===== config.mk =====
export PLATFORM = sky130hd
export DESIGN_NAME = max7219_rx
export DESIGN_NICKNAME = d
export VERILOG_FILES = /design/src/rtl/max7219_rx.sv
export SDC_FILE = /design/constraint.sdc
export NUM_CORES = 1
export LEC_CHECK = 0
export CAP_MARGIN = 25
export CORE_MARGIN = 5
export CORE_UTILIZATION = 23
export DETAILED_ROUTE_END_ITERATION = 12
export GPL_ROUTABILITY_DRIVEN = 0
export HOLD_SLACK_MARGIN = 0.12
export PLACE_DENSITY = 0.45
export SLEW_MARGIN = 0
export SYNTH_ARGS = -nofsm -noshare
export SYNTH_HDL_FRONTEND = slang
export SYNTH_SLANG_ARGS = --single-unit

===== constraint.sdc =====
create_clock -name clock -period 3.1 [get_ports clock]
set_input_delay 0.62 -clock clock [delete_from_list [all_inputs] [get_ports clock]]
set_output_delay 0.62 -clock clock [all_outputs]
set_load 0.02 [all_outputs]

===== src/rtl/max7219_rx.sv =====
// Loopback receiver for the MAX7219 sck/din/load link: synchronizes the serial
// inputs, assembles 16-bit frames and keeps a shadow copy of the register file.
module max7219_rx #(
   parameter int DIGIT_NUM   = 8,
   parameter int SYNC_STAGES = 2
) (
   input  logic                   clock,
   input  logic                   reset,
   input  logic                   sck,
   input  logic                   din,
   input  logic                   load,
   output logic                   frame_valid,
   output logic [3:0]             frame_addr,
   output logic [7:0]             frame_data,
   output logic                   frame_error,
   output logic [DIGIT_NUM*8-1:0] digit_data,
   output logic [7:0]             decode_mode,
   output logic [3:0]             intensity,
   output logic [2:0]             scan_limit,
   output logic                   shutdown_n,
   output logic                   display_test
);

   logic [SYNC_STAGES-1:0] sck_sync, din_sync, load_sync;
   logic                   sck_d, load_d;
   logic                   sck_rise_p0, load_rise_p0, din_p0;
   logic [15:0]            shreg, shreg_nxt;
   logic [4:0]             count, count_nxt;
   logic [3:0]             addr_nxt;
   logic [7:0]             data_nxt;

   // stage p0: synchronizers, delay flops and registered edge pulses
   always_ff @(posedge clock) begin
      if (!reset) begin
         sck_sync     <= '0;
         din_sync     <= '0;
         load_sync    <= '0;
         sck_d        <= 1'b0;
         load_d       <= 1'b0;
         sck_rise_p0  <= 1'b0;
         load_rise_p0 <= 1'b0;
         din_p0       <= 1'b0;
      end else begin
         sck_sync     <= {sck_sync[SYNC_STAGES-2:0], sck};
         din_sync     <= {din_sync[SYNC_STAGES-2:0], din};
         load_sync    <= {load_sync[SYNC_STAGES-2:0], load};
         sck_d        <= sck_sync[SYNC_STAGES-1];
         load_d       <= load_sync[SYNC_STAGES-1];
         sck_rise_p0  <= sck_sync[SYNC_STAGES-1] & ~sck_d;
         load_rise_p0 <= load_sync[SYNC_STAGES-1] & ~load_d;
         din_p0       <= din_sync[SYNC_STAGES-1];
      end
   end

   // A shift coinciding with a latch is applied first, so the latch sees it.
   always_comb begin
      shreg_nxt = shreg;
      count_nxt = count;
      if (sck_rise_p0) begin
         shreg_nxt = {shreg[14:0], din_p0};
         count_nxt = (count == 5'd17) ? 5'd17 : count + 5'd1;
      end
      addr_nxt = shreg_nxt[11:8];
      data_nxt = shreg_nxt[7:0];
   end

   // stage p1: shift register, frame latch and register file
   always_ff @(posedge clock) begin
      if (!reset) begin
         shreg        <= '0;
         count        <= '0;
         frame_valid  <= 1'b0;
         frame_error  <= 1'b0;
         frame_addr   <= '0;
         frame_data   <= '0;
         digit_data   <= '0;
         decode_mode  <= '0;
         intensity    <= '0;
         scan_limit   <= '0;
         shutdown_n   <= 1'b0;
         display_test <= 1'b0;
      end else begin
         frame_valid <= 1'b0;
         frame_error <= 1'b0;
         shreg       <= shreg_nxt;
         count       <= count_nxt;
         if (load_rise_p0) begin
            count <= '0;
            if (count_nxt >= 5'd16) begin
               frame_valid <= 1'b1;
               frame_addr  <= addr_nxt;
               frame_data  <= data_nxt;
               case (addr_nxt)
                  4'h9: decode_mode  <= data_nxt;
                  4'hA: intensity    <= data_nxt[3:0];
                  4'hB: scan_limit   <= data_nxt[2:0];
                  4'hC: shutdown_n   <= data_nxt[0];
                  4'hF: display_test <= data_nxt[0];
                  default: begin
                     for (int k = 0; k < DIGIT_NUM; k++)
                        if (addr_nxt == 4'(k + 1))
                           digit_data[8*k +: 8] <= data_nxt;
                  end
               endcase
            end else begin
               frame_error <= 1'b1;
            end
         end
      end
   end

endmodule


== Word level (Yosys, flattened, before mapping) ==
Index checks and enable logic that the tools add are counted.

* Input bits: 5
* Logic and storage cells: 71
* Output and inout bits: 95
* Register bits after elaboration: 123

* Eq/ne operators: 14
* Reductions and logical operators: 17
* Mux-type cells: 5
* $add $sub $neg: 1
* Magnitude comparators: 1
* Bitwise operators: 6

{| class="wikitable"
|+ Operator list
! cell !! count
|-
| 4-bit AND reduction || 8
|-
| 4-bit equality test (second input constant) || 6
|-
| 4-bit by 3-bit equality test with 1-bit output (second input constant) || 4
|-
| 3-bit AND reduction || 5
|-
| 12-bit two-way mux || 1
|-
| 5-bit two-way mux || 2
|-
| 4-bit by 2-bit equality test with 1-bit output (second input constant) || 2
|-
| 5-bit by 1-bit adder with 5-bit output (second input constant) || 1
|-
| 5-bit equality test (second input constant) || 1
|-
| 5-bit >= comparator (second input constant) || 1
|-
| 5-bit OR reduction || 1
|-
| 4-bit by 1-bit equality test with 1-bit output (second input constant) || 1
|-
| 1-bit inverter || 4
|-
| 2-bit AND reduction || 2
|-
| 1-bit AND || 2
|-
| 1-bit two-way mux || 2
|-
| 2-bit OR reduction || 1
|}

== Depth between registers and ports, before layout ==
Gate-level depths: netlist of the first run.

* Depth in word-level cells: 5
* Depth in mapped cells: 7
* Mapped depth without buffers: 6

== Worst setup path before layout of the first run ==
No wires, ideal clock.

* Path kind: reg2reg
* Start point: register with a tool-made name
* End point: register digit_data[57]
* Data arrival time: 1733 ps
* Path buffers: 1
* Cell stages (with the launch flop): 7
* Library setup time: 132 ps
* Setup slack: 1234 ps
* Clock period less this slack: 1866 ps
* Data required time: 2968 ps
* Cells stage by stage: dfxtp_1 -> ha_1 -> nand4_2 -> xor2_2 -> or4_1 -> buf_6 -> mux2i_1

{| class="wikitable"
|+ RTL lines
! element !! RTL line !! source
|-
| end signal, assigned by index || 102 || <nowiki>digit_data[8*k +: 8] <= data_nxt;</nowiki>
|-
| end, declared || 16 || <nowiki>output logic [DIGIT_NUM*8-1:0] digit_data,</nowiki>
|}

== Worst setup path after layout of the first run ==
* Start point: register sck_rise_p0
* End point: register digit_data[61]

* Cells in the longest elaborated chain, start to end: 5
* Elaborated cells between the ends (all ways): 12
* Classes of those cells: order compare (1); eq/ne (6); mux (2); bitwise (1); reduce/logical (2)

{| class="wikitable"
|+ RTL lines
! element !! RTL line !! source
|-
| start, declared || 26 || <nowiki>logic sck_rise_p0, load_rise_p0, din_p0;</nowiki>
|-
| start signal, assigned || 49 || <nowiki>sck_rise_p0 <= sck_sync[SYNC_STAGES-1] & ~sck_d;</nowiki>
|-
| parallel branches: the longest is 5 deep, another holds 5-bit >= comparator || -- ||
|}

Several ways; the timed one is not identified.
A chain may end at the register's enable or synchronous reset.

==> results of run 1 <==
==> worst paths after layout <==
path,slack (ns),start,endpoint,cells past startpoint
setup / recovery,0.74,sck_rise_p0,digit_data[61],4
hold / removal,0.38,load_d,load_rise_p0,1
setup reg to reg,0.74,sck_rise_p0,digit_data[61],4
hold reg to reg,0.38,load_d,load_rise_p0,1
==> layout make-up <==
cell class                 count  area [sq um]  share of cell area [%]
sequential                   123          2462                   37.98
timing repair buffer         107          1049                   16.17
multi-input combinational    281          1996                   30.78
clock inverter                 9         111.4                   1.717
tap                          270         337.8                   5.210
inverter                       9         33.78                  0.5210
clock buffer                  22         494.2                   7.623
==> routing by layer <==
layer  routed length [um]  vias up  track usage (%)
met5                    0        -                0
met2                 5857       86            17.40
met1                 6089     1652            14.39
li1                     -     1684                -
met4                  213        0            4.152
met3                  767       16            4.835
==> where the power goes <==
group | internal, mW | switching (mW) | leakage, nW | total, mW
clock | 1.29 | 0.713 | 0.295 | 2.00
sequential | 1.59 | 0.00395 | 0.992 | 1.59
combinational | 0.0137 | 0.0295 | 1.34 | 0.0432
total | 2.89 | 0.746 | 2.63 | 3.63
==> state kept, by name (all words and copies together), names as in the netlist, 2 cells and up, named ones only <==
signal	flops
frame_data	8
sck_sync	2
din_sync	2
digit_data	64
decode_mode	8
intensity	4
scan_limit	3
frame_addr	4
load_sync	2
shreg	12
==> layout by cell type, fill, tap and decap left out, drive strengths merged, types with 2 or more instances in the layout <==
cell	count
dfxtp	123
nand2	99
clkdlybuf4s50	98
mux2i	96
clkbuf	22
o211a	12
nand2b	10
nor2	10
and2	10
inv	10
buf	9
nor2b	7
nor3	4
clkinv	4
nand3b	3
nor3b	3
a31oi	2
a21oi	2
nand4b	2
ha	2
clkinvlp	2
bufinv	2
nand4	2
xor2	2
==> logic make-up after synthesis <==
logic type	count (synthesis)	synth area share, %
DFF	123	53.05
AOI/OAI and AO/OA	22	4.043
xor gates and xnor gates	2	0.5392
and+or+nand+nor	158	16.71
buffers and inverters	46	4.178
muxes	97	20.94
adders and majority gates	2	0.5390
==> reports/metrics.cfg, run 1 <==
[synthesis]
synthFlopType=dfxtp_1
synth_top_cell_by_area=dfxtp_1
synth_edf_count=0
async_flop_share_pct=0
yosysWarnings=0
syn_avg_cell_area_sq_um=10.32
yosys-top-cells-count=dfxtp_1, nand2_1, mux2i_1, clkbuf_1, o211a_1
syn_nets=457
synth-seq-cells=123
postSynthCellCount=450
synth_cell_types=40
synth_area_leaders=dfxtp_1, mux2i_1, nand2_1
ys_seq_area_share_pct=53.05
synthMostInstantiatedCell=dfxtp_1
syn-cell-area_sq_mm=0.004642
synth_top_area_share_pct=53.05

[die]
core_sq_mm=0.02004
dieArea_sq_mm=0.02312
start_util_pct=23.16
rows=52
ios=100
die_w_um=152.1
die_h_um=152.1

[sta]
hold_viol_final=0
max_freq_mhz=423.2
period_share_pct=76.23
relSlewSlack_pct=46.94
min_period_ns=2.363
tns_ns=0
setup_viol=0
whs_ns=0.3812
fin_skew_ns=0.01999
slew_violations=0
worst_pin_slew_ns=0.7959
layout_setup_ws_ns=0.7370
rsz0062_at_grt=no

[power_and_ir_drop]
power_density_mw_per_mm2=560.5
power.total_mw=3.634
vdd_drop_max_mv=0.3369
p_leak_nw=2.631

[cts]
cts_buffer_depth=2
cts_tree=yes
cts.sinks=123
ctsResizeCount=0
hold_buffers=0
clk_latency_ns=0.42
cts_setup_buffers=0
tritoncts.num_buffers=17
cts.clk_slew.worst_paths_ns=0.05
htree_levels=4
cts-root-buf=clkbuf_16

[layout]
antenna_cells=0
final_cell_area_sq_mm=0.006484
fill_cells=2098
fin_cells=821
final_core_util_pct=32.36
drive_gt1_share_pct=8.711
finalNetCount=546
syn2layout_area_growth_pct=39.68

[critical_path]
critPathLaunchType=flip-flop
cp_slowest_stage_delay_ns=0.78
crit_chain=nand4_2, xor2_2, or4_1, mux2i_1
path_max_fanout=18
required_ns=3.35
worstPathArrival_ns=2.61
end_kind=flip-flop
slowest_stage=or4_1
crit_type=reg2reg
critical-path-top-delay-family=simple AND/OR/NAND/NOR gates
path_buf_inv=0

[global_route]
gr-total-overflow=0
antenna_found_initial=0
grt_start_max_net_pins=60
grt.total_usage_pct=11.39
grt_pass1_wl_um=20550
grt_pass1_vias=3625

[min_path]
hp-class=reg2reg

[run_status]
outcome=finished, final reports clean

[place]
dpl_cell_area_sq_mm=0.005878
post-place-ws_ns=0.7458
hpwl_um=8841
portBuffers=99
dpl.cell_count=790

[routing]
drtIter0Drc=128
wl_per_cell_um=15.75
dr_total_vias=3438
antenna_violating_nets_post_route=0
dr.pass1.iters=4
drcViolationCount=0
avgViaCountPerCell=4.188
wl_um=12930

[flow_run]
max_cap_violations=0

Power figures use the tool's default switching activity.
==> run 2, diff against run 1 <==
- clock period: 3.1 -> 2.35 ns (I/O delays scaled with it)
==> reports/metrics.cfg, run 2 (synthesized netlist as in run 1, its figures left out) <==
[die]
core_sq_mm=0.02004
start_util_pct=23.16
rows=52
ios=100
die_w_um=152.1
dieArea_sq_mm=0.02312
die_h_um=152.1

[sta]
period_share_pct=92.50
min_period_ns=2.174
relSlewSlack_pct=59.35
fin_skew_ns=0.01871
setup_viol=0
worst_pin_slew_ns=0.6069
slew_violations=0
tns_ns=0
max_freq_mhz=460.0
rsz0062_at_grt=no
layout_setup_ws_ns=0.1762
hold_viol_final=0

[routing]
antenna_violating_nets_post_route=0
drtIter0Drc=151
avgViaCountPerCell=4.125
drcViolationCount=0
wl_um=12740
wl_per_cell_um=15.26
dr_total_vias=3444
dr.pass1.iters=4

[global_route]
antenna_found_initial=0
grt_pass1_wl_um=20280
grt_pass1_vias=3616
grt.total_usage_pct=11.24
grt_start_max_net_pins=54
gr-total-overflow=0

[layout]
largestRegisters=digit_data (64), shreg (12)
drive_gt1_share_pct=10.80
largest_reg_flops=64
final_core_util_pct=32.99
antenna_cells=0
multi_input_area_sq_mm=0.001996
fill_cells=2077
top_register=digit_data
mostFrequentLayoutCell=dfxtp_1
syn2layout_area_growth_pct=42.40
finalNetCount=559
regArea_sq_mm=0.002462
final_cell_mix=dfxtp_1, nand2_1, clkdlybuf4s50_1, mux2i_1, buf_4

[cts]
hold_buffers=0
cts.sinks=123
cts.clk_slew.worst_paths_ns=0.05
ctsResizeCount=0
cts-root-buf=clkbuf_16
clk_latency_ns=0.41
cts_setup_buffers=0
htree_levels=4
cts_tree=yes
cts_buffer_depth=2
tritoncts.num_buffers=17

[critical_path]
rr_startpoint=sck_rise_p0
worstReg2RegEnd=digit_data[56]
path_max_fanout=15
timing.reg2reg.worst_path_depth=4
required_ns=2.62
crit_type=reg2reg
rrSetupSlack_ns=0.18
worstPathArrival_ns=2.44
critPathLaunch=sck_rise_p0
crit_path_end=digit_data[56]
end_kind=flip-flop
critPathLaunchType=flip-flop

[power_and_ir_drop]
power_density_mw_per_mm2=725.6
combPwrFrac_pct=1.3
vdd_drop_max_mv=0.5085
internal_power_mw=3.819
net-switching-power_mw=0.9778
pwr-share-clk_pct=55.0
p_leak_nw=2.697
seq_power_share_pct=43.8
swShare_pct=20.39

[place]
portBuffers=99
hpwl_um=8747
post-place-ws_ns=0.1763

[flow_run]
max_cap_violations=0

[min_path]
min_path_cells=1
worstHoldStart=load_d
hp-class=reg2reg

[run_status]
outcome=finished, final reports clean

run 2: critical path: stages (launching register included):
cell,delay (ns)
dfxtp_1,0.61
nand4_2,0.24
xor2_2,0.23
or4_1,0.76
mux2i_1,0.20
run 2: how the worst min path moves through the flow:
stage                   endpoint  slack (ns)
floorplan           load_rise_p0        0.37
global placement    load_rise_p0        0.38
detailed placement  load_rise_p0        0.38
CTS                 load_rise_p0        0.39
global route         sck_rise_p0        0.41
finish              load_rise_p0        0.39
run 2: stage by stage:
step	hold WS [ns]	instances	power, mW	area, sq um
2_1_floorplan	0.3674	450	2.184	4642
3_3_place_gp	0.3779	803	2.205	6001
3_5_place_dp	0.3835	803	2.207	6001
4_1_cts	0.3906	835	4.873	6610
5_1_grt	0.4057	835	4.979	6610
6_report	0.3860	835	4.796	6610
run 2: area by class of cell:
class	count	share of cell area [%]
flip-flops and latches	123	37.25
inverters	9	0.5111
multi-input cells	281	30.19
well taps	270	5.111
clock buffers	23	7.534
clock inverters	9	1.685
repair buffers	120	17.72
run 2: power by group through the flow:
stage	clock network [mW]	logic [mW]	registers, mW
after CTS	2.71	0.0631	2.10
final	2.64	0.0616	2.10
after global placement	0	0.0616	2.14
after detailed placement	0	0.0630	2.14
after floorplan	0	0.0422	2.14
after global routing	2.81	0.0689	2.10
run 2: metal layers:
| metal | routed length (um) | vias to the layer above | GRT usage [%] |
|---|---|---|---|
| li1 | - | 1712 | - |
| met1 | 6046 | 1642 | 14.37 |
| met2 | 5806 | 79 | 17.40 |
| met3 | 728 | 11 | 4.380 |
| met4 | 161 | 0 | 3.810 |
| met5 | 0 | - | 0 |
==> run 3, diff against run 2 <==
- CORE_MARGIN: 5 -> 2
==> reports/metrics.cfg, run 3 (synthesized netlist as in run 1, its figures left out) <==
[run_status]
outcome=finished, final reports clean

[global_route]
grt_pass1_wl_um=19870
antenna_found_initial=0
grt_pass1_vias=3495
gr-total-overflow=0
grt.total_usage_pct=12.16
grt_start_max_net_pins=55

[routing]
wl_per_cell_um=15.44
antenna_violating_nets_post_route=0
dr.pass1.iters=4
drtIter0Drc=137
avgViaCountPerCell=4.088
wl_um=12800
drcViolationCount=0
dr_total_vias=3389

[layout]
mostFrequentLayoutCell=dfxtp_1
finalNetCount=558
drive_gt1_share_pct=10.64
top_register=digit_data
antenna_cells=0
largest_reg_flops=64
syn2layout_area_growth_pct=41.35
final_cell_mix=dfxtp_1, nand2_1, clkdlybuf4s50_1, mux2i_1, buf_4
largestRegisters=digit_data (64), shreg (12)

[sta]
fin_skew_ns=0.01814
relSlewSlack_pct=56.22
layout_setup_ws_ns=0.2209
period_share_pct=90.60
min_period_ns=2.129
max_freq_mhz=469.7
rsz0062_at_grt=no
hold_viol_final=0
whs_ns=0.3845
setup_viol=0
worst_pin_slew_ns=0.6537
tns_ns=0
slew_violations=0

[power_and_ir_drop]
power.total_mw=4.721
vdd_drop_max_mv=0.5462
seq_power_share_pct=44.4
net-switching-power_mw=1.016
combPwrFrac_pct=1.3
p_leak_nw=2.669
swShare_pct=21.51
pwr-share-clk_pct=54.3
power_density_mw_per_mm2=719.6
internal_power_mw=3.706

[cts]
cts.clk_slew.worst_paths_ns=0.06
cts-root-buf=clkbuf_16
clk_latency_ns=0.42
cts_tree=yes
cts_setup_buffers=0
ctsResizeCount=0
htree_levels=4
cts_buffer_depth=2
tritoncts.num_buffers=17
hold_buffers=0
cts.sinks=123

[critical_path]
slowest_stage=or4_1
end_kind=flip-flop
path_max_fanout=15
timing.reg2reg.worst_path_depth=4
cp_slowest_stage_delay_ns=0.75
required_ns=2.62
rrSetupSlack_ns=0.22
crit_chain=nand4_2, xor2_2, or4_1, mux2i_1
critPathLaunchType=flip-flop
worstPathArrival_ns=2.40
crit_type=reg2reg

[min_path]
hp-class=reg2reg
min_path_cells=1

[place]
portBuffers=99
post-place-ws_ns=0.2321
hpwl_um=8658

[die]
die_h_um=146.1
die_w_um=146.1
core_sq_mm=0.01965
ios=100
dieArea_sq_mm=0.02134
rows=51
start_util_pct=23.62

[flow_run]
max_cap_violations=0

[run 3: path summary, 6_finish.rpt]
check	from	to
min reg2reg	load_d	load_rise_p0
max	sck_rise_p0	digit_data[59]
min	load_d	load_rise_p0
max reg2reg	sck_rise_p0	digit_data[59]
[run 3: final cells by class]
type	instances	area (sq um)
clock buffer	19	442.9
clock inverter	13	143.9
fill	2012	13090
inverter	9	33.78
multi-input combinational	281	1996
sequential	123	2462
tap	265	331.6
timing repair buffer	119	1151
[run 3: worst max-delay path: cells and delay by family (launching register included)]
family | cells | cell delay (ns)
mux | 1 | 0.20
simple gates | 2 | 0.98
xor+xnor | 1 | 0.21
flops | 1 | 0.60
[run 3: power by group through the flow]
stage / logic [mW] / clock network (mW) / registers (mW)
3_3_place_gp: 0.0611 / 0 / 2.14
5_1_grt: 0.0674 / 2.71 / 2.10
3_5_place_dp: 0.0620 / 0 / 2.14
2_1_floorplan: 0.0422 / 0 / 2.14
4_1_cts: 0.0620 / 2.63 / 2.10
6_report: 0.0612 / 2.56 / 2.10
[run 3: metrics by stage]
step	utilization (%)	cell area, sq um	std cells
3_3_place_gp	30.40	5974	797
4_1_cts	33.38	6561	829
5_1_grt	33.38	6561	829
2_1_floorplan	-	4642	450
3_5_place_dp	30.40	5974	797
6_report	33.38	6561	829
[run 3: per-layer routing]
metal / vias to the layer above / part of all wire [%] / track usage [%]
met5: - / 0 / 0
met4: 0 / 0.33 / 3.641
met3: 2 / 5.9 / 4.656
met2: 78 / 44 / 18.49
met1: 1602 / 50 / 16.04
li1: 1707 / - / -
==> variant 1 (config.mk and constraints of run 3) <==
Set the parameter `DIGIT_NUM` to 7 (it was 8).
--- a/src/rtl/max7219_rx.sv
+++ b/src/rtl/max7219_rx.sv
@@ -2,5 +2,5 @@
 // inputs, assembles 16-bit frames and keeps a shadow copy of the register file.
 module max7219_rx #(
-   parameter int DIGIT_NUM   = 8,
+   parameter int DIGIT_NUM   = 7,
    parameter int SYNC_STAGES = 2
 ) (
Interface: changed (resized digit_data); port bits go from 100 to 92. No check against the original RTL was run, so the function may have changed too.
==> variant 1 against run 3 <==
Clock power is 4% lower; global-route usage is 0.37 points lower; setup slack worse by 0.016 ns; utilization is 0.67 points lower; sequential power is 7% lower; sequential cell count is 8 lower; critical path depth is 1 higher; design area is 7.4% lower; area after synthesis is 6.6% lower; power is 5.1% lower; routed wire length is 11% lower.
==> variant 1: results <==
run_status:
  status: "completed"
yosys:
  synthTopCellsByArea: "dfxtp_1 53%, mux2i_1 20%, nand2_1 7.9%"
  avgSynthCellArea_um2: 10.4
  synth_compound_area_share_pct: 4.27
  synth_common_cells: "115 x dfxtp_1, 91 x nand2_1, 85 x mux2i_1"
  synth.area.mux_share_pct: 20.9
  synth_fa_ha_area_share_pct: 0.577
  synth_xor_area_share_pct: 0.404
  ys_seq_area_share_pct: 53.1
  yosysUniqueCellTypes: 36
  syn-num-nets: 424
final_layout:
  drive_gt1_share_pct: 9.83
  n_fill_cell: 1876
  top_regs: "digit_data (56), shreg (12)"
  fin_nets: 514
critical_path:
  arrival_ns: 2.48
  slowest_delay_ns: 0.67
  r2r_end: "digit_data[17]"
  r2r_slack_ns: 0.20
  worstRegToRegCells: 5
  path_max_fanout: 9
  crit_slowest_cell: "nor4_4"
route:
  drt_iter0_markers: 99
  met2_wirelength_mm: 5.20
  viasPerCell: 4.18
  vias: 3146
  m1WireLength_mm: 5.47
  firstDrtPassIters: 4
  dr_wl_met3_um: 501
  wl_per_cell_um: 15.1
place:
  dp_cells: 722
  io_buffers: 91
  place_area_um2: 5520
  hpwl_mm: 7.89
global_route:
  grt_pass1_wl_mm: 17.7
  antenna_found_initial: 0
  track_usage_pct: 11.8
  grt_max_degree: 73
  grt_pass1_vias: 3235
power:
  p_int_uw: 3550
  peakVddDrop_mv: 0.470
  p_leak_uw: 0.00247
clock_tree:
  clock_latency_ns: 0.41
  cts_resized: 0
  clk_pin_slew_worst_paths_ns: 0.05
sta:
  slew_headroom_pct: 49.0
  clock_skew_ns: 0.0114
min_path:
  min_from: "load_d"
==> variant 1: cell count changes in the layout (fill, tap and decap cells not counted), sizes merged, moves of 2 or more <==
cell / delta
dfxtp: -8
clkbuf: +2
nand4b: -2
mux2: +2
clkdlybuf4s50: -8
nand2: -8
nor3: +2
buf: -7
mux2i: -10
nor3b: -2
clkinvlp: -3
==> variant 1: cell families after synthesis <==
family | after synthesis
compound gates | 21
xor+xnor | 2
fa+ha+maj | 2
buf+inv | 43
flops | 115
mux | 89
simple gates | 145
==> variant 1: power groups by stage <==
stage	clock network [uW]	registers, uW	logic (uW)
final	2460	1960	59.7
after global routing	2590	1960	66.4
after CTS	2520	1960	60.7
after detailed placement	0	2000	60.5
after global placement	0	2000	60.3
after floorplan	0	2000	40.3
==> variant 1: routing by layer <==
metal,global-route usage (%),vias to the layer above
li1,-,1572
met3,3.81,17
met1,15.0,1490
met2,18.5,67
met4,4.84,0
met5,0,-
==> variant 1: worst max-delay path by stage <==
stage                     startpoint        endpoint  slack, ns  cells after the start
after floorplan             register  digit_data[19]       0.36                      6
after global placement      register  digit_data[21]       0.27                      5
after detailed placement    register  digit_data[17]       0.19                      5
after CTS                   register  digit_data[17]       0.17                      5
after global routing        register  digit_data[23]       0.07                      5
final                       register  digit_data[17]       0.20                      5
==> variant 1: worst reg2reg max path: cells and delay by family (launching register included) <==
kind / cells / cell delay [ns]
DFF: 1 / 0.34
and+or+nand+nor: 2 / 0.94
adders and majority gates: 1 / 0.23
muxes: 2 / 0.56
==> variant 1: through the flow <==
stage / hold WS [ns] / total power, uW / utilization [%] / worst slack (ns)
CTS: 0.381 / 4540 / 32.7 / 0.168
global route: 0.396 / 4620 / 32.7 / 0.0701
floorplan: 0.367 / 2040 / - / 0.360
detailed placement: 0.374 / 2060 / 29.7 / 0.195
finish: 0.381 / 4480 / 32.7 / 0.205
global placement: 0.375 / 2060 / 29.7 / 0.271
==> variant 1: layout make-up <==
cell class,instances,area share [%]
flip-flops and latches,115,37.9
multi-input cells,259,30.5
repair buffers,104,17.0
clock buffers,21,7.41
well taps,234,4.82
clock inverters,10,1.81
inverters,10,0.618
==> variant 2 (config.mk and constraints of run 3) <==
Made on the original files. Reset style: asynchronous (`reset`), changed in 2 clocked blocks.
--- a/src/rtl/max7219_rx.sv
+++ b/src/rtl/max7219_rx.sv
@@ -31,5 +31,5 @@
 
    // stage p0: synchronizers, delay flops and registered edge pulses
-   always_ff @(posedge clock) begin
+   always_ff @(posedge clock or negedge reset) begin
       if (!reset) begin
          sck_sync     <= '0;
@@ -66,5 +66,5 @@
 
    // stage p1: shift register, frame latch and register file
-   always_ff @(posedge clock) begin
+   always_ff @(posedge clock or negedge reset) begin
       if (!reset) begin
          shreg        <= '0;
Function: differs if reset is asserted again (counterexample within 10 cycles, from zero or initial values and one cycle with reset low); with reset held inactive, the same outputs for 10 cycles.
==> variant 2 against run 3 <==
Critical path type unchanged; design area increased by 6.2%; area after synthesis rose by 4.8%; fmax shrank 7.0%; highest routed layer unchanged; setup slack worse by 0.16 ns; routed wire length shrank 0.89%; utilization hardly changed; sequential cell count unchanged.
Power is not compared: it rests on default switching activity, and its combinational part moved more than twofold at a synthesized area within 25%.
==> variant 2: results <==
critical_path:
  slowest_delay_ns: 0.56
  cpLargestDelayFamily: "simple AND/OR/NAND/NOR gates"
  path_max_fanout: 8
  crit_slowest_cell: "or4_1"
  arrival_ns: 2.58
final_layout:
  diodes: 0
  top_regs: "digit_data (64), shreg (12)"
  fin_nets: 466
  drive_gt1_share_pct: 33.1
min_path:
  hp-class: "register to register"
yosys:
  yosysWarnings: 0
  async_flop_share_pct: 100
  synthTopCellsByArea: "dfrtp_1 63%, mux2_2 18%, mux2_4 4.9%"
  syn_inst: 334
  ys_seq_area_share_pct: 63.3
  yosysUniqueCellTypes: 36
  syn-num-nets: 341
  synth_common_cells: "123 x dfrtp_1, 76 x mux2_2, 44 x nand2_1"
route:
  viasPerCell: 4.08
  firstDrtPassIters: 6
  vias: 3051
  drt_iter0_markers: 105
  totalWireLength_mm: 12.7
clock_tree:
  clk_pin_slew_worst_paths_ns: 0.05
  clock_latency_ns: 0.42
  cts_buffers: 17
  clockBufferDepth: 2
  htreeDepth: 4
  cts-root-buf: "clkbuf_16"
global_route:
  grt_max_degree: 58
  grt_pass1_wl_mm: 20.1
  grt_pass1_vias: 3348
  antenna_found_initial: 0
  track_usage_pct: 12.4
run_status:
  status: "completed"
power:
  p_leak_uw: 0.00326
  peakVddDrop_mv: 0.542
sta:
  slew_headroom_pct: 62.5
  clock_skew_ns: 0.0141
place:
  io_buffers: 99
  hpwl_mm: 8.43
  dp_cells: 713
==> variant 2: cell types whose count changed in the layout (fill, tap and decap cells not counted), sizes merged, moves of 5 or more <==
cell	delta
dfxtp	-123
nand2b	-9
dfrtp	+123
inv	-5
mux2	+91
o211a	-11
nand2	-55
nor2	-5
mux2i	-95
and2	-6
clkbuf	+7
buf	+5
nor3	+5
==> variant 2: layout make-up <==
type	count	area, um^2
Fill cell	2075	13900
Sequential cell	123	3080
Multi-Input combinational cell	187	1690
Timing Repair Buffer	125	1240
Clock buffer	26	509
Tap cell	275	344
Clock inverter	6	83.8
Inverter	5	18.8
==> variant 2: worst paths after layout <==
check                       startpoint             end  slack [ns]  depth (start not counted)
min                        din_sync[1]          din_p0        0.35                          0
max                           count[0]  digit_data[14]        0.06                          6
min in group asynchronous        reset   frame_data[0]        0.60                          2
max in group asynchronous        reset   scan_limit[2]        1.07                          3
min reg2reg                din_sync[1]          din_p0        0.35                          0
max reg2reg                   count[0]  digit_data[14]        0.06                          6
==> variant 2: routing by layer <==
metal  GRT usage (%)  wire, um  vias to the layer above
met5               0         0                        -
met4            4.24       185                        0
met3            4.73       702                       16
met2            20.2      6310                       73
met1            15.0      5480                     1560
li1                -         -                     1402
==> variant 2: metrics by stage <==
stage	utilization [%]	hold WS, ns	area, um^2	power, uW	setup slack, ns
final	33.4	0.347	6970	5620	0.0608
after global routing	33.4	0.353	6970	5910	0.0182
after CTS	33.3	0.348	6960	5720	0.0443
after detailed placement	30.4	0.336	6350	3070	0.0677
after global placement	30.4	0.333	6350	3060	0.113
after floorplan	-	0.174	4860	2740	0.160
==> variant 2: cells by family (layout without fill, tap and decap cells) <==
kind of cell	after synthesis	after routing	share of synthesized area [%]
buf+inv	24	162	2.16
flops	123	123	63.3
fa+ha+maj	2	2	0.514
simple gates	77	77	9.03
mux	93	93	22.8
compound gates	12	12	1.67
xor+xnor	3	3	0.540
==> variant 2: what timing repair did <==
item / in CTS / in global routing
hold endpoints to repair: 54 / 0
setup endpoints to repair: 0 / 6
hold buffers: 1 / 0
gates resized for setup: 0 / 1
buffers inserted: 0 / 1
==> variant 2: report_power, final <==
part           internal, uW  switching [uW]  leakage [uW]
sequential             2220             112       0.00167
clock                  1700             893      0.000294
combinational           186             512       0.00130
total                  4100            1520       0.00326
